### config.mk
export PLATFORM = sky130hd
export DESIGN_NAME = alu_32
export DESIGN_NICKNAME = d
export VERILOG_FILES = /design/src/rtl/alu_32.sv
export SDC_FILE = /design/constraint.sdc
export NUM_CORES = 1
export LEC_CHECK = 0
export BUFFER_PORTS_ARGS = -buffer_cell sky130_fd_sc_hd__clkbuf_2
export CAP_MARGIN = 15
export CELL_PAD_IN_SITES_DETAIL_PLACEMENT = 1
export CELL_PAD_IN_SITES_GLOBAL_PLACEMENT = 1
export CORE_MARGIN = 10
export CORE_UTILIZATION = 43
export CTS_BUF_LIST = sky130_fd_sc_hd__clkbuf_4 sky130_fd_sc_hd__clkbuf_8 sky130_fd_sc_hd__clkbuf_16
export DETAILED_ROUTE_END_ITERATION = 12
export GPL_TIMING_DRIVEN = 0
export PLACE_DENSITY_LB_ADDON = 0.1
export SETUP_SLACK_MARGIN = 0.1
export SLEW_MARGIN = 15
export SYNTH_ARGS = -nofsm -noshare
export SYNTH_HDL_FRONTEND = slang
export SYNTH_SLANG_ARGS = --single-unit
### constraint.sdc
create_clock -name clk -period 6.75 [get_ports clk]
set_clock_uncertainty 0.15 [all_clocks]
set_input_delay 1.0125 -clock clk [delete_from_list [all_inputs] [get_ports clk]]
set_output_delay 1.0125 -clock clk [all_outputs]
set_load 0.005 [all_outputs]
### src/rtl/alu_32.sv
// alu_32: MIPS-style integer ALU with a single registered result stage.
// One shared adder serves ADD, SUB and SLT; F[2] selects ~B and carry-in 1.
module alu_32 #(
  parameter int unsigned WIDTH = 32
) (
  input  logic             clk,
  input  logic             reset,
  input  logic             in_valid,
  input  logic [WIDTH-1:0] A,
  input  logic [WIDTH-1:0] B,
  input  logic [2:0]       F,
  output logic [WIDTH-1:0] Y,
  output logic             zero,
  output logic             carry,
  output logic             overflow,
  output logic             out_valid
);

  logic [WIDTH-1:0] w_bx;
  logic [WIDTH-1:0] w_sum;
  logic             w_cout;
  logic             w_ovf;
  logic             w_less;
  logic [WIDTH-1:0] w_y;
  logic             w_carry;
  logic             w_overflow;

  logic [WIDTH-1:0] r_y;
  logic             r_zero;
  logic             r_carry;
  logic             r_overflow;
  logic             r_out_valid;

  // Shared adder: S = A + Bx + F[2], signed overflow and signed less-than derived from it.
  always_comb begin
    w_bx            = F[2] ? ~B : B;
    {w_cout, w_sum} = {1'b0, A} + {1'b0, w_bx} + {{WIDTH{1'b0}}, F[2]};
    w_ovf           = (A[WIDTH-1] == w_bx[WIDTH-1]) && (w_sum[WIDTH-1] != A[WIDTH-1]);
    // XOR with overflow keeps the signed compare correct when A - B wraps
    w_less          = w_sum[WIDTH-1] ^ w_ovf;
  end

  // Function decode; carry/overflow only meaningful for ADD and SUB.
  always_comb begin
    w_y        = '0;
    w_carry    = 1'b0;
    w_overflow = 1'b0;
    unique case (F)
      3'b000: w_y = A & B;
      3'b001: w_y = A | B;
      3'b010: begin
        w_y        = w_sum;
        w_carry    = w_cout;
        w_overflow = w_ovf;
      end
      3'b011: w_y = '0;
      3'b100: w_y = A & w_bx;
      3'b101: w_y = A | w_bx;
      3'b110: begin
        w_y        = w_sum;
        w_carry    = w_cout;
        w_overflow = w_ovf;
      end
      3'b111: w_y = {{(WIDTH-1){1'b0}}, w_less};
      default: w_y = '0;
    endcase
  end

  // Result register: reset wins, loads on in_valid, otherwise holds.
  always_ff @(posedge clk) begin
    if (reset) begin
      r_y         <= '0;
      r_zero      <= 1'b1;
      r_carry     <= 1'b0;
      r_overflow  <= 1'b0;
      r_out_valid <= 1'b0;
    end else begin
      r_out_valid <= in_valid;
      if (in_valid) begin
        r_y        <= w_y;
        r_zero     <= (w_y == '0);
        r_carry    <= w_carry;
        r_overflow <= w_overflow;
      end
    end
  end

  assign Y         = r_y;
  assign zero      = r_zero;
  assign carry     = r_carry;
  assign overflow  = r_overflow;
  assign out_valid = r_out_valid;

endmodule

* After elaboration in Yosys (flattened, before gate mapping)
Index checks and enable logic that the tools add are counted.
Word-level totals: register bits after elaboration 36, logic and storage cells 30, bits of input ports 70, output and inout port bits 36
Cells by class: equal/unequal tests 9, bitwise logic cells 6, $add $sub $neg 2, multiplexer cells 4, reductions and logical operators 4
Operators with widths (count):
- one-hot mux 32 bit (7 select lines) | 1
- bitwise AND 32 bit | 2
- bitwise OR 32 bit | 2
- adder 32 x 32 -> 33 bit | 1
- adder 33 x 1 -> 33 bit | 1
- zero test 32 bit | 1
- 2-to-1 mux 32 bit | 1
- inverter 32 bit | 1
- == test 3 bit, second input constant | 4
- == test 3 x 2 -> 1 bit, second input constant | 2
- == test 3 x 1 -> 1 bit, second input constant | 1
- zero test 3 bit | 1
- 2-to-1 mux 1 bit | 2
- OR reduction 2 bit | 1
- == test 1 bit | 1
- logical AND 1 bit | 1
- != test 1 bit | 1
- bitwise XOR 1 bit | 1

* Longest topological paths before layout
word-level depth 9, mapped depth 17, depth with buffers taken out 13

* Least setup slack after synthesis
No wires, ideal clock.
kind input -> register, start point input port F[2], end point register r_zero, in the netlist zero, buffers on the path 5, arrival time 4313 ps, required time 6504 ps, stages on the path 16, slack 2191 ps, path through buf_6 -> buf_2 -> buf_2 -> buf_2 -> xor2_1 -> ha_1 -> clkbuf_1 -> or2_2 -> a311o_1 -> a31oi_1 -> o21ai_1 -> xor2_1 -> a31oi_1 -> and3b_1 -> nand4_1 -> o41ai_2
Between the ends: longest elaborated chain between the ends 8
Ends and longest elaborated chain:
- start: declaration | RTL line 11 | input logic [2:0] F,
- 2-to-1 mux 32 bit | RTL line 36 | w_bx = F[2] ? ~B : B;
- adder 32 x 32 -> 33 bit | RTL line 37 | {w_cout, w_sum} = {1'b0, A} + {1'b0, w_bx} + {{WIDTH{1'b0}}, F[2]};
- adder 33 x 1 -> 33 bit | RTL line 37
- != test 1 bit | RTL line 38 | w_ovf = (A[WIDTH-1] == w_bx[WIDTH-1]) && (w_sum[WIDTH-1] != A[WIDTH-1]);
- logical AND 1 bit | RTL line 38
- bitwise XOR 1 bit | RTL line 40 | w_less = w_sum[WIDTH-1] ^ w_ovf;
- one-hot mux 32 bit (7 select lines) * | RTL line 48 | unique case (F)
- zero test 32 bit * | RTL line 81 | r_zero <= (w_y == '0);
- end signal: assignment | RTL line 81
- end: declaration | RTL line 29 | logic r_zero;
Mark *: on every way between the ends. The rest lies on a longest branch, timed or not. A chain may end at the register's enable or synchronous reset.

* Worst setup path in the final report
Ends and elaborated chain as after synthesis.

==> load_flow_metrics.sql <==
INSERT INTO impl_metrics (metric_group, metric, value, unit) VALUES
('run_status', 'outcome', 'finished clean', ''),
('logic_synthesis', 'yosys.cell_types.count', '80', ''),
('clocking', 'clock_tree.root_cell', 'clkbuf_8', ''),
('timing', 'max_slew.worst_pin.slew', '0.7361', 'ns'),
('logic_synthesis', 'netlist_area', '0.004479', 'mm^2'),
('power_and_ir_drop', 'total_leakage_power', '2.285', 'nW'),
('timing', 'timing.final.hold_violations', '0', ''),
('setup_path', 'worst-endpoint-arrival', '5.27', 'ns'),
('global_route', 'grt_pass1_wl', '27710', 'um'),
('detailed_routing', 'avgRoutedWirePerCell', '21.36', 'um'),
('logic_synthesis', 'synth-edff-count', '0', ''),
('detailed_routing', 'final_antenna_net_count', '0', ''),
('logic_synthesis', 'netlist_instances', '592', ''),
('placement', 'number_of_port_buffers', '103', ''),
('global_route', 'grt_pass1_vias', '5232', ''),
('layout', 'insertedDiodeCount', '0', ''),
('clocking', 'post-cts-setup-buffer-count', '0', ''),
('layout', 'seqCellArea', '720.7', 'um^2'),
('logic_synthesis', 'synth.yosys.warnings', '0', ''),
('floorplanning', 'die-width', '122.1', 'um'),
('timing', 'post-route-min-period', '5.223', 'ns'),
('timing', 'final-max-slew-violation-count', '0', ''),
('clocking', 'cts_max_level', '2', ''),
('layout', 'post_layout_nonfiller_instances', '839', ''),
('global_route', 'grt_overflow_total', '0', ''),
('detailed_routing', 'first_iter_violations', '301', ''),
('logic_synthesis', 'ys_top_cells_by_area', 'dfxtp_1 16%, ha_1 9.2%, xor2_1 7.6%, nor2_1 5.2%, maj3_1 5.1%', ''),
('layout', 'final_net_count', '806', ''),
('layout', 'multi_input_comb_area', '0.003537', 'mm^2'),
('clocking', 'post_cts_hold_buffer_count', '0', ''),
('detailed_routing', 'm1WireLength', '8070', 'um'),
('layout', 'layout_cells_sized_above_1', '0.1949', ''),
('logic_synthesis', 'synth_flop_type', 'dfxtp_1', ''),
('timing', 'finalHoldWorstSlack', '0.3188', 'ns'),
('layout', 'fillers', '1352', ''),
('logic_synthesis', 'synthArstFlopShare', '0', ''),
('clocking', 'insertion_delay', '0.29', 'ns'),
('logic_synthesis', 'synth.top_cell.area_share', '0.1609', ''),
('clocking', 'clkSinkCount', '36', ''),
('logic_synthesis', 'synth.yosys.seq_area_share', '0.1609', ''),
('floorplanning', 'core_area', '0.01023', 'mm^2'),
('logic_synthesis', 'syn_nets', '696', ''),
('layout', 'syn2layout_area_growth', '18.13', '%'),
('detailed_routing', 'route.detailed.drc', '0', ''),
('detailed_routing', 'dr.max_layer_used', 'met4', ''),
('clocking', 'clk_transition_reported_paths', '0.07', 'ns'),
('floorplanning', 'initial_core_util', '0.4378', ''),
('setup_path', 'start_kind', 'primary input', ''),
('timing', 'final_min_period_over_clock_period', '0.7738', ''),
('detailed_routing', 'detailedRoute.firstPassIterationCount', '5', ''),
('detailed_routing', 'wl_met3', '1143', 'um'),
('timing', 'maxClockFrequency', '191.5', 'MHz'),
('setup_path', 'path_class', 'primary input to register', ''),
('detailed_routing', 'route.met2.wl', '8336', 'um'),
('logic_synthesis', 'post_synth.cell_area_avg', '7.566', 'um^2'),
('worst_hold_path', 'hold_path.class', 'register to register', ''),
('setup_path', 'critPathRequiredTime', '6.79', 'ns'),
('floorplanning', 'ioPinCount', '106', ''),
('placement', 'post-place-cells', '831', ''),
('power_and_ir_drop', 'peakVddDrop', '0.1124', 'mV'),
('timing', 'totalNegativeSetupSlack', '0', 'ns'),
('placement', 'detailed_place_hpwl', '14880', 'um'),
('clocking', 'cts_buffer_depth', '2', ''),
('floorplanning', 'floorplan.die_area', '0.01490', 'mm^2'),
('logic_synthesis', 'post-synth-top-area-cell', 'dfxtp_1', ''),
('global_route', 'grt_max_degree', '12', ''),
('floorplanning', 'total_number_of_placement_rows', '37', ''),
('detailed_routing', 'routed_via_density', '6.136', ''),
('timing', 'worst_slew_margin_rel', '0.5055', ''),
('run', 'drv_cap', '0', ''),
('global_route', 'antenna_found_initial', '0', '');
[worst max-delay path, stage by stage]
cell,delay (ns)
buf_6,0.16
buf_2,0.32
buf_2,0.43
buf_2,0.37
xor2_1,0.25
ha_1,0.27
clkbuf_1,0.19
o21ai_0,0.25
o21ai_0,0.14
a311o_1,0.34
a31oi_1,0.17
o21ai_1,0.18
xor2_1,0.18
a31oi_1,0.34
and3b_1,0.22
nand4_1,0.11
o41ai_2,0.30
[per-layer routing]
| layer | up-vias | global-route usage |
|---|---|---|
| met4 | 0 | 0.06259 |
| met3 | 33 | 0.02914 |
| li1 | 2441 | - |
| met5 | - | 0 |
| met2 | 188 | 0.3822 |
| met1 | 2486 | 0.3051 |
[cell usage after synthesis, types with 4 or more instances]
master and number:
xor2_1 39, a22oi_1 9, clkbuf_1 28, dfxtp_1 36, o21ai_0 36, nor3_1 12, nand2_1 49, a21o_1 14
nand3_1 6, o31ai_1 6, xnor2_1 15, nor2b_1 5, maj3_1 23, and3_1 6, a31oi_1 8, nor4_1 7
ha_1 33, inv_1 17, nand4_1 11, a21oi_1 45, nand3b_1 4, buf_2 5, a211oi_1 27, a211o_1 4
nor2_1 62
[power by group]
| group | internal, mW | total (mW) | leakage [nW] | switching (mW) |
|---|---|---|---|---|
| registers | 0.230 | 0.239 | 0.298 | 0.00991 |
| clock network | 0.130 | 0.206 | 0.0645 | 0.0759 |
| logic | 0.202 | 0.533 | 1.92 | 0.331 |
| total | 0.562 | 0.978 | 2.29 | 0.417 |
[layout by cell type, fill, tap and decap left out, types with 14 or more instances in the layout]
master / instances
clkbuf_2: 104
clkbuf_1: 28
dfxtp_1: 36
nor2_1: 62
a211oi_1: 27
a21o_1: 14
xor2_1: 39
inv_1: 17
a21oi_1: 45
nand2_1: 49
ha_1: 33
maj3_1: 23
o21ai_0: 36
xnor2_1: 15
[sequential cells by signal, summed over array words and instances (netlist names)]
signal / flops
out_valid: 1
Y: 32
zero: 1
carry: 1
overflow: 1
[area by class of cell]
type,instances,area share
buffer,38,0.02979
clock buffer,7,0.01821
clock inverter,1,0.005675
inverter,17,0.01206
multi-input combinational,501,0.6685
sequential,36,0.1362
tap,136,0.03216
timing repair buffer,103,0.09742
[stage by stage]
stage | setup WS, ns | power (mW) | cell area (um^2)
6_report | 1.527 | 0.9782 | 5291
5_1_grt | 1.200 | 1.038 | 5291
4_1_cts | 1.582 | 0.9717 | 5291
3_5_place_dp | 1.291 | 0.7648 | 5165
3_3_place_gp | 1.343 | 0.7493 | 5165
2_1_floorplan | 2.191 | 0.5968 | 4479
[cell families after synthesis]
group / synth area share
compound gates: 0.3145
simple gates: 0.2025
fa+ha+maj: 0.1480
xor+xnor: 0.1117
buf+inv: 0.04944
flops: 0.1609
mux: 0.01285
[worst paths after layout]
check / endpoint / slack [ns] / cells past startpoint / startpoint
max: zero / 1.53 / 17 / F[2]
min: carry / 0.32 / 2 / carry
max reg2reg: Y[26] / 5.79 / 2 / Y[26]
min reg2reg: carry / 0.32 / 2 / carry
(Power assumes the default switching activity.)
